**config.mk**
```make
export PLATFORM = sky130hd
export DESIGN_NAME = morse_stream_decoder
export DESIGN_NICKNAME = d
export VERILOG_FILES = /design/src/rtl/morse_pkg.sv /design/src/rtl/morse_rom.sv /design/src/rtl/morse_stream_decoder.sv
export SDC_FILE = /design/constraint.sdc
export NUM_CORES = 1
export LEC_CHECK = 0
export CAP_MARGIN = 5
export CORE_ASPECT_RATIO = 1.75
export CORE_UTILIZATION = 41
export DETAILED_ROUTE_END_ITERATION = 12
export GPL_ROUTABILITY_DRIVEN = 0
export HOLD_SLACK_MARGIN = 0.02
export PLACE_DENSITY_LB_ADDON = 0.2
export SYNTH_ARGS = -nofsm -noshare
export SYNTH_HDL_FRONTEND = slang
export SYNTH_SLANG_ARGS = --single-unit
```
**constraint.sdc**
```tcl
create_clock -name C -period 3.8 [get_ports C]
set_clock_uncertainty 0.15 [all_clocks]
set_input_delay 0.76 -clock C [delete_from_list [all_inputs] [get_ports C]]
set_output_delay 0.76 -clock C [all_outputs]
set_load 0.1 [all_outputs]
```
**src/rtl/morse_pkg.sv**
```systemverilog
// Shared types and constants for the Morse stream decoder.
//   morse_state_t : receiver FSM states
//   CODE_*        : 6-bit letter codes, A-Z = 0..25, '0'-'9' = 26..35
//   CODE_INVALID  : reported for unknown patterns and over-long letters
package morse_pkg;

    typedef enum logic [1:0] {
        IDLE  = 2'd0,
        MARK  = 2'd1,
        SPACE = 2'd2,
        LGAP  = 2'd3
    } morse_state_t;

    localparam logic [5:0] CODE_INVALID = 6'd63;

    localparam logic [5:0] CODE_A = 6'd0,  CODE_B = 6'd1,  CODE_C = 6'd2,  CODE_D = 6'd3;
    localparam logic [5:0] CODE_E = 6'd4,  CODE_F = 6'd5,  CODE_G = 6'd6,  CODE_H = 6'd7;
    localparam logic [5:0] CODE_I = 6'd8,  CODE_J = 6'd9,  CODE_K = 6'd10, CODE_L = 6'd11;
    localparam logic [5:0] CODE_M = 6'd12, CODE_N = 6'd13, CODE_O = 6'd14, CODE_P = 6'd15;
    localparam logic [5:0] CODE_Q = 6'd16, CODE_R = 6'd17, CODE_S = 6'd18, CODE_T = 6'd19;
    localparam logic [5:0] CODE_U = 6'd20, CODE_V = 6'd21, CODE_W = 6'd22, CODE_X = 6'd23;
    localparam logic [5:0] CODE_Y = 6'd24, CODE_Z = 6'd25;
    localparam logic [5:0] CODE_0 = 6'd26, CODE_1 = 6'd27, CODE_2 = 6'd28, CODE_3 = 6'd29;
    localparam logic [5:0] CODE_4 = 6'd30, CODE_5 = 6'd31, CODE_6 = 6'd32, CODE_7 = 6'd33;
    localparam logic [5:0] CODE_8 = 6'd34, CODE_9 = 6'd35;

endpackage

```
**src/rtl/morse_rom.sv**
```systemverilog
// Combinational Morse lookup: symbol count + pattern -> letter code.
//   len  in  3  number of symbols in the letter (1..5 are decodable)
//   pat  in  6  symbols, dot = 0 / dash = 1, first symbol is bit len-1
//   code out 6  letter code, CODE_INVALID for anything not in the table
// The upper pattern bits are matched as zero, so a stray bit above len
// decodes as invalid rather than aliasing onto a real letter.
module morse_rom
    import morse_pkg::*;
(
    input  logic [2:0] len,
    input  logic [5:0] pat,
    output logic [5:0] code
);

    always_comb begin
        code = CODE_INVALID;
        case ({len, pat})
            {3'd1, 6'b000000}: code = CODE_E;
            {3'd1, 6'b000001}: code = CODE_T;
            {3'd2, 6'b000000}: code = CODE_I;
            {3'd2, 6'b000001}: code = CODE_A;
            {3'd2, 6'b000010}: code = CODE_N;
            {3'd2, 6'b000011}: code = CODE_M;
            {3'd3, 6'b000000}: code = CODE_S;
            {3'd3, 6'b000001}: code = CODE_U;
            {3'd3, 6'b000010}: code = CODE_R;
            {3'd3, 6'b000011}: code = CODE_W;
            {3'd3, 6'b000100}: code = CODE_D;
            {3'd3, 6'b000101}: code = CODE_K;
            {3'd3, 6'b000110}: code = CODE_G;
            {3'd3, 6'b000111}: code = CODE_O;
            {3'd4, 6'b000000}: code = CODE_H;
            {3'd4, 6'b000001}: code = CODE_V;
            {3'd4, 6'b000010}: code = CODE_F;
            {3'd4, 6'b000100}: code = CODE_L;
            {3'd4, 6'b000110}: code = CODE_P;
            {3'd4, 6'b000111}: code = CODE_J;
            {3'd4, 6'b001000}: code = CODE_B;
            {3'd4, 6'b001001}: code = CODE_X;
            {3'd4, 6'b001010}: code = CODE_C;
            {3'd4, 6'b001011}: code = CODE_Y;
            {3'd4, 6'b001100}: code = CODE_Z;
            {3'd4, 6'b001101}: code = CODE_Q;
            {3'd5, 6'b011111}: code = CODE_0;
            {3'd5, 6'b001111}: code = CODE_1;
            {3'd5, 6'b000111}: code = CODE_2;
            {3'd5, 6'b000011}: code = CODE_3;
            {3'd5, 6'b000001}: code = CODE_4;
            {3'd5, 6'b000000}: code = CODE_5;
            {3'd5, 6'b010000}: code = CODE_6;
            {3'd5, 6'b011000}: code = CODE_7;
            {3'd5, 6'b011100}: code = CODE_8;
            {3'd5, 6'b011110}: code = CODE_9;
            default:           code = CODE_INVALID;
        endcase
    end

endmodule

```
**src/rtl/morse_stream_decoder.sv**
```systemverilog
// Morse receiver: classifies key presses as dot/dash, assembles letters,
// decodes them and flags letter gaps, word gaps and bad letters.
//   C      in   clock
//   aRn    in   asynchronous active-low reset
//   K      in   debounced key level, 1 = key down
//   CodeY  out  last decoded letter code (63 = invalid), held between letters
//   ValidY out  one-cycle pulse when CodeY is updated
//   ErrY   out  one-cycle pulse alongside ValidY when CodeY = 63
//   WordY  out  one-cycle pulse at end of a word
//   LenY   out  symbols buffered in the current letter
//   LedY   out  11 dash reached, 10 short mark, 01 letter space, 00 idle
//
// state | meaning
// IDLE  | no letter in progress, waiting for a key press
// MARK  | key down, mark counter running
// SPACE | key up inside a letter, waiting for the letter gap
// LGAP  | letter emitted, waiting for the word gap or the next press
module morse_stream_decoder
    import morse_pkg::*;
#(
    parameter int DIV      = 12_500_000,
    parameter int DASH_T   = 4,
    parameter int LETTER_T = 7,
    parameter int WORD_T   = 14,
    parameter int MAXSYM   = 5
) (
    input  logic       C,
    input  logic       aRn,
    input  logic       K,
    output logic [5:0] CodeY,
    output logic       ValidY,
    output logic       ErrY,
    output logic       WordY,
    output logic [2:0] LenY,
    output logic [1:0] LedY
);

    localparam int TW = (DIV > 1) ? $clog2(DIV) : 1;
    localparam int CW = $clog2(WORD_T + 1);

    localparam logic [TW-1:0] TICK_LAST  = TW'(DIV - 1);
    localparam logic [CW-1:0] DASH_C     = CW'(DASH_T);
    localparam logic [CW-1:0] WORD_C     = CW'(WORD_T);
    localparam logic [CW-1:0] LETTER_PRE = CW'(LETTER_T - 1);
    localparam logic [CW-1:0] WORD_PRE   = CW'(WORD_T - 1);
    localparam logic [2:0]    MAX_LEN    = 3'(MAXSYM);

    logic [TW-1:0]     tcnt;
    logic              tick;
    logic              kq, rise, fall;
    logic [CW-1:0]     mark, space;
    logic [MAXSYM-1:0] pat;
    logic [2:0]        len;
    logic              ovf;
    logic              sym, letter_hit, word_hit;
    logic              emit, word_end;
    logic [5:0]        rom_pat, rom_code, code_nxt;
    morse_state_t      state, state_nxt;

    assign tick = (tcnt == TICK_LAST);
    assign rise = K & ~kq;
    assign fall = ~K & kq;
    assign sym  = (mark >= DASH_C);

    // Both gap events require K=0, so a rise in the same cycle always wins.
    assign letter_hit = tick & ~K & (space == LETTER_PRE);
    assign word_hit   = tick & ~K & (space == WORD_PRE);

    always_ff @(posedge C or negedge aRn) begin
        if (!aRn) begin
            tcnt <= '0;
            kq   <= 1'b0;
        end else begin
            tcnt <= tick ? '0 : tcnt + 1'b1;
            kq   <= K;
        end
    end

    // Space is also cleared on rise so an interrupted letter gap restarts
    // from zero; it cannot count while the key is down anyway.
    always_ff @(posedge C or negedge aRn) begin
        if (!aRn) begin
            mark  <= '0;
            space <= '0;
        end else begin
            if (rise)
                mark <= '0;
            else if (tick && K && mark < DASH_C)
                mark <= mark + 1'b1;

            if (fall || rise)
                space <= '0;
            else if (tick && !K && space < WORD_C)
                space <= space + 1'b1;
        end
    end

    always_ff @(posedge C or negedge aRn) begin
        if (!aRn) begin
            pat <= '0;
            len <= '0;
            ovf <= 1'b0;
        end else if (emit) begin
            pat <= '0;
            len <= '0;
            ovf <= 1'b0;
        end else if (fall) begin
            if (len < MAX_LEN) begin
                pat <= {pat[MAXSYM-2:0], sym};
                len <= len + 1'b1;
            end else begin
                ovf <= 1'b1;
            end
        end
    end

    always_ff @(posedge C or negedge aRn) begin
        if (!aRn)
            state <= IDLE;
        else
            state <= state_nxt;
    end

    always_comb begin
        state_nxt = state;
        emit      = 1'b0;
        word_end  = 1'b0;
        case (state)
            IDLE:  if (rise) state_nxt = MARK;
            MARK:  if (fall) state_nxt = SPACE;
            SPACE: begin
                if (rise) begin
                    state_nxt = MARK;
                end else if (letter_hit) begin
                    state_nxt = LGAP;
                    emit      = 1'b1;
                end
            end
            LGAP: begin
                if (rise) begin
                    state_nxt = MARK;
                end else if (word_hit) begin
                    state_nxt = IDLE;
                    word_end  = 1'b1;
                end
            end
            default: state_nxt = IDLE;
        endcase
    end

    assign rom_pat = 6'(pat);

    morse_rom u_rom (
        .len  (len),
        .pat  (rom_pat),
        .code (rom_code)
    );

    assign code_nxt = ovf ? CODE_INVALID : rom_code;

    always_ff @(posedge C or negedge aRn) begin
        if (!aRn) begin
            CodeY  <= '0;
            ValidY <= 1'b0;
            ErrY   <= 1'b0;
            WordY  <= 1'b0;
        end else begin
            if (emit)
                CodeY <= code_nxt;
            ValidY <= emit;
            ErrY   <= emit && (code_nxt == CODE_INVALID);
            WordY  <= word_end;
        end
    end

    assign LenY = len;

    // Gated by state so a key still held through reset shows idle until
    // the press is re-detected.
    always_comb begin
        LedY = 2'b00;
        if (K && state != IDLE)
            LedY = (mark == DASH_C) ? 2'b11 : 2'b10;
        else if (!K && state == SPACE)
            LedY = 2'b01;
    end

endmodule

```
# --- Yosys cells after proc, flatten, opt, wreduce, memory -nomap -nowiden ---
# Index checks and enable logic that the tools add are counted.
op_classes:
  bitwise_logic: 7
  n_reduce_logical: 18
  n_mux: 32
  add_sub_neg: 4
  n_eq_ne: 49
  order_cmp: 4
op_table:
  columns: ["cell", "n"]
  rows:
  - ["$pmux 6 s36", 1]
  - ["$eq 8x8->1 const B", 22]
  - ["$eq 8x7->1 const B", 12]
  - ["$add 24x1->24 const B", 1]
  - ["$eq 24x24->1 const B", 1]
  - ["$mux 24", 1]
  - ["$eq 8x6->1 const B", 2]
  - ["$mux 4", 4]
  - ["$mux 5", 3]
  - ["$mux 2", 7]
  - ["$mux 1", 11]
  - ["$reduce_bool 2->1", 5]
  - ["$mux 3", 3]
  - ["$add 4x1->4 const B", 2]
  - ["$eq 4x3->1 const B", 2]
  - ["$pmux 2 s4", 1]
  - ["$logic_and 1x1->1", 7]
  - ["$eq 6x6->1 const B", 1]
  - ["$mux 6", 1]
  - ["$ne 2x2->1 const B", 3]
  - ["$ne 3x3->1 const B", 2]
  - ["$and 1x1->1", 5]
  - ["$eq 2x2->1 const B", 2]
  - ["$eq 4x4->1 const B", 1]
  - ["other kinds (12)", 14]
totals:
  elab_cells: 126
  output_inout_bits: 14
  ff_bits: 53
  input_bits: 3

# --- Longest topological paths before layout ---
logic_depth:
  depth_word: 8
  mapped_depth: 8
  ltp_nobuf: 7

# --- Cells and area by module ---
# Synthesis repeated with hierarchy kept, for this count alone.
hier_totals:
  hier_cells: 390
  hier_area_um2: 3419.5
by_module_without_submodules:
  columns: ["mod", "cells_per_inst", "n_inst", "area_per_inst_um2", "seq_area_each_um2"]
  rows:
  - ["morse_stream_decoder", 275, 1, 2686.3, 1326.3]
  - ["morse_rom", 115, 1, 733.2, 0.0]

# --- Worst setup path after synthesis ---
# Ideal clock, no wire load.
synth_timing:
  path_type: "input-to-output"
  from: "input K"
  to: "output LedY[0]"
  path_stages: 3
  path_buffers: 1
  arrival_ns: 3.325
  required_ns: 2.890
  setup_slack_ns: -0.435
  path_cell_list: "clkbuf_1 > nor2b_1 > a211oi_1"
synth_via:
  elab_chain_cells: 4
  word_cells_on_any_way: 5
  classes_between: "mux: 2; reduce/logical: 3"
synth_rtl:
  columns: ["element", "line_no", "rtl"]
  rows:
  - ["from (decl)", "morse_stream_decoder.sv:29", "input logic K,"]
  - ["$logic_not 1->1", "morse_stream_decoder.sv:184", "else if (!K && state == SPACE)"]
  - ["$logic_and 1x1->1", "morse_stream_decoder.sv:184", null]
  - ["$mux 1", "morse_stream_decoder.sv:184", null]
  - ["$mux 2 *", "morse_stream_decoder.sv:182", "if (K && state != IDLE)"]
  - ["to (decl)", "morse_stream_decoder.sv:35", "output logic [1:0] LedY"]
# Every way passes the cells marked *; elsewhere a longest branch is shown, timed or not.

# --- Worst setup path in the final report ---
# Ends and elaborated chain as after synthesis.

==> flow_summary.ini <==
[finish]
insertedDiodeCount = 0
layout.nets = 369
area_growth_pct = 11.9
drive_above_1_share = 0.0978
final_cells = 446
multi_input_area_mm2 = 0.00175
regArea_mm2 = 0.00133
fillCellCount = 765

[clocking]
post-cts-setup-buffer-count = 0
cts_buffers = 5
clk_path_buf_depth = 2
htree_num_levels = 2
cts_hold_buffers = 0
cts_tree = built
cts_repair_resize_count = 0
path_clk_slew_ns = 0.07
clockRootBuffer = clkbuf_16
cts.sinks = 53
clock_latency_ns = 0.30

[worst_setup_path]
worstSetupStartpoint = K
slowest_delay_ns = 0.49
required_ns = 2.89
reg2reg_slack_ns = 1.15
crit_buf_inv = 3
path_class = input port to output pin
r2r-end = CodeY[1]$_DFFE_PN0P_
cp.depth = 5
crit_fanout = 10
cp.arrival_ns = 2.02
worst_setup_path_end_kind = output pin
r2r_cells = 5
crit_path_end = LedY[0]
slowest_stage = clkdlybuf4s50_1
crit_family = buffers and inverters
cp-start-kind = input port
r2r_start = LenY[0]$_DFFE_PN0P_
path_cells = clkdlybuf4s50_1 > buf_4 > nor2b_1 > a211oi_2 > buf_12

[outcome]
status = finished, final reports clean

[synth]
synth_top_area_frac = 0.414
synth_ff_type = dfrtp_1
ys_warn_count = 0
ys_ff_latch = 53
yosysMostFrequentCell = dfrtp_1
synth_cells = 352
async_flop_share = 1.00
synthDistinctLibCells = 65
synth_edf_count = 0
syn_avg_cell_area_um2 = 9.09
synth_top_cell_by_area = dfrtp_1
ys_seq_area_frac = 0.414
syn_nets = 364
syn_area_mm2 = 0.00320
synth_common_cells = dfrtp_1, nor2_1, nand2_1
ys_top_cells_by_area = dfrtp_1, xnor2_1, nor2_1

[grt]
antenna_found_initial = 0
grt_max_degree = 28
overflow = 0
grt_pass1_vias = 2515
grt_pass1_wl_um = 12000
globalRouteTotalUtil = 0.197

[route]
drc_errors = 0
ant_nets = 0
drt_iter0_drc = 161
viasPerCell = 5.96
wl_um = 7330
vias = 2658
firstDrtPassIters = 5
wl_per_cell_um = 16.4

[power]
p_per_area_mw_per_mm2 = 316
power.internal_uw = 861
leakage_uw = 0.00142
p_seq_frac = 0.508
share_comb_of_total_power = 0.079
clkPwrFrac = 0.413
swShare = 0.239
power_switching_uw = 271
ir_drop_mv = 0.229

[floorplanning]
die_w_um = 68.8
initial_core_util = 0.423
row_count = 42
core_mm2 = 0.00757
die_h_um = 119
io_pins = 17
dieArea_mm2 = 0.00818

[place]
dp.cells = 438
io_buffers = 16
hpwl_um = 5310

[timing]
fin_crit_sh = 0.770
setup_viol = 0
worst_slew_pin_slew_ns = 0.971
rsz0062_at_grt = false
setup_tns_ns = 0
fin_crit_ns = 2.93
slew_headroom = 0.351
slew_viol_final = 0
hold_violations = 0
fmax_ghz = 0.342

[job]
max_cap_viol_count = 0

[worst_hold_path]
hp-class = input port to async pin
final cells by class:
type / count / share of cell area
Tap cell: 88 / 0.0307
Clock buffer: 6 / 0.0388
Inverter: 13 / 0.0136
Multi-Input combinational cell: 264 / 0.488
Clock inverter: 2 / 0.00384
Sequential cell: 53 / 0.370
Timing Repair Buffer: 20 / 0.0552
cells by family (layout without fill, tap and decap cells):
logic type / count (synthesis) / in the layout / synth area share
DFF: 53 / 53 / 0.414
buffers and inverters: 35 / 41 / 0.0434
muxes: 2 / 2 / 0.00626
adders and majority gates: 9 / 9 / 0.0352
AOI/OAI and AO/OA: 65 / 65 / 0.142
and+or+nand+nor: 164 / 164 / 0.294
xor gates and xnor gates: 24 / 24 / 0.0657
cells in the final DEF, fill, tap and decap left out, types with 2 or more instances in the layout:
cell / instances
a31oi_1: 6
nand4_1: 8
nor4b_2: 2
xor2_1: 4
nand3_1: 18
and3_1: 2
nor4_1: 9
o32a_1: 2
a2111oi_0: 3
buf_12: 2
or3b_2: 2
o41ai_1: 2
ha_1: 9
or3_1: 11
clkbuf_16: 5
buf_4: 7
a211oi_2: 2
nand2b_1: 5
a21boi_1: 2
nor2b_1: 5
dfrtp_1: 53
xnor2_1: 20
nor4b_1: 3
a21oi_1: 16
o21a_1: 3
nor3_2: 2
and4_1: 4
o22ai_1: 2
nand2_1: 26
nand4bb_1: 2
o21ai_0: 7
a211oi_1: 4
mux2i_1: 2
nor2_1: 36
inv_1: 13
clkdlybuf4s50_1: 10
a31o_2: 2
nand3b_1: 4
nor3_1: 11
state kept, by name, indices dropped and copies added (netlist names):
| register | cells |
|---|---|
| ValidY | 1 |
| ErrY | 1 |
| WordY | 1 |
| pat | 5 |
| mark | 4 |
| CodeY | 6 |
| LenY | 3 |
| ovf | 1 |
| tcnt | 24 |
| state | 2 |
| kq | 1 |
| space | 4 |
worst min path at each step:
| stage | to | slack (ns) | cells past startpoint |
|---|---|---|---|
| CTS | tcnt[0]$_DFF_PN0_ | 0.34 | 1 |
| detailed placement | tcnt[8]$_DFF_PN0_ | 0.33 | 1 |
| global placement | tcnt[8]$_DFF_PN0_ | 0.32 | 1 |
| finish | tcnt[16]$_DFF_PN0_ | 0.32 | 1 |
| floorplan | tcnt[0]$_DFF_PN0_ | 0.30 | 1 |
| global route | tcnt[0]$_DFF_PN0_ | 0.37 | 1 |
power by group through the flow:
stage	sequential, µW	combinational, µW	clock (µW)
6_report	575	89.1	467
5_1_grt	576	95.3	511
4_1_cts	575	91.3	482
3_5_place_dp	586	91.3	0
3_3_place_gp	586	90.8	0
2_1_floorplan	584	52.3	0
per-stage QoR:
stage | total power (µW) | utilization | area (µm²) | worst slack, ns | hold slack (ns)
6_report | 1130 | 0.473 | 3580 | 0.873 | 0.320
5_1_grt | 1180 | 0.473 | 3580 | 0.781 | 0.368
4_1_cts | 1150 | 0.473 | 3580 | 0.857 | 0.339
3_5_place_dp | 677 | 0.453 | 3430 | 0.645 | 0.325
3_3_place_gp | 677 | 0.453 | 3430 | 0.687 | 0.321
2_1_floorplan | 637 | - | 3210 | 0.485 | 0.298
routing by layer:
metal / wire length [µm] / global-route usage
met1: 2920 / 0.218
met2: 3960 / 0.341
met3: 157 / 0.0307
met4: 283 / 0.107
met5: 0 / 0
No activity file was read; power rests on OpenSTA's default activity.
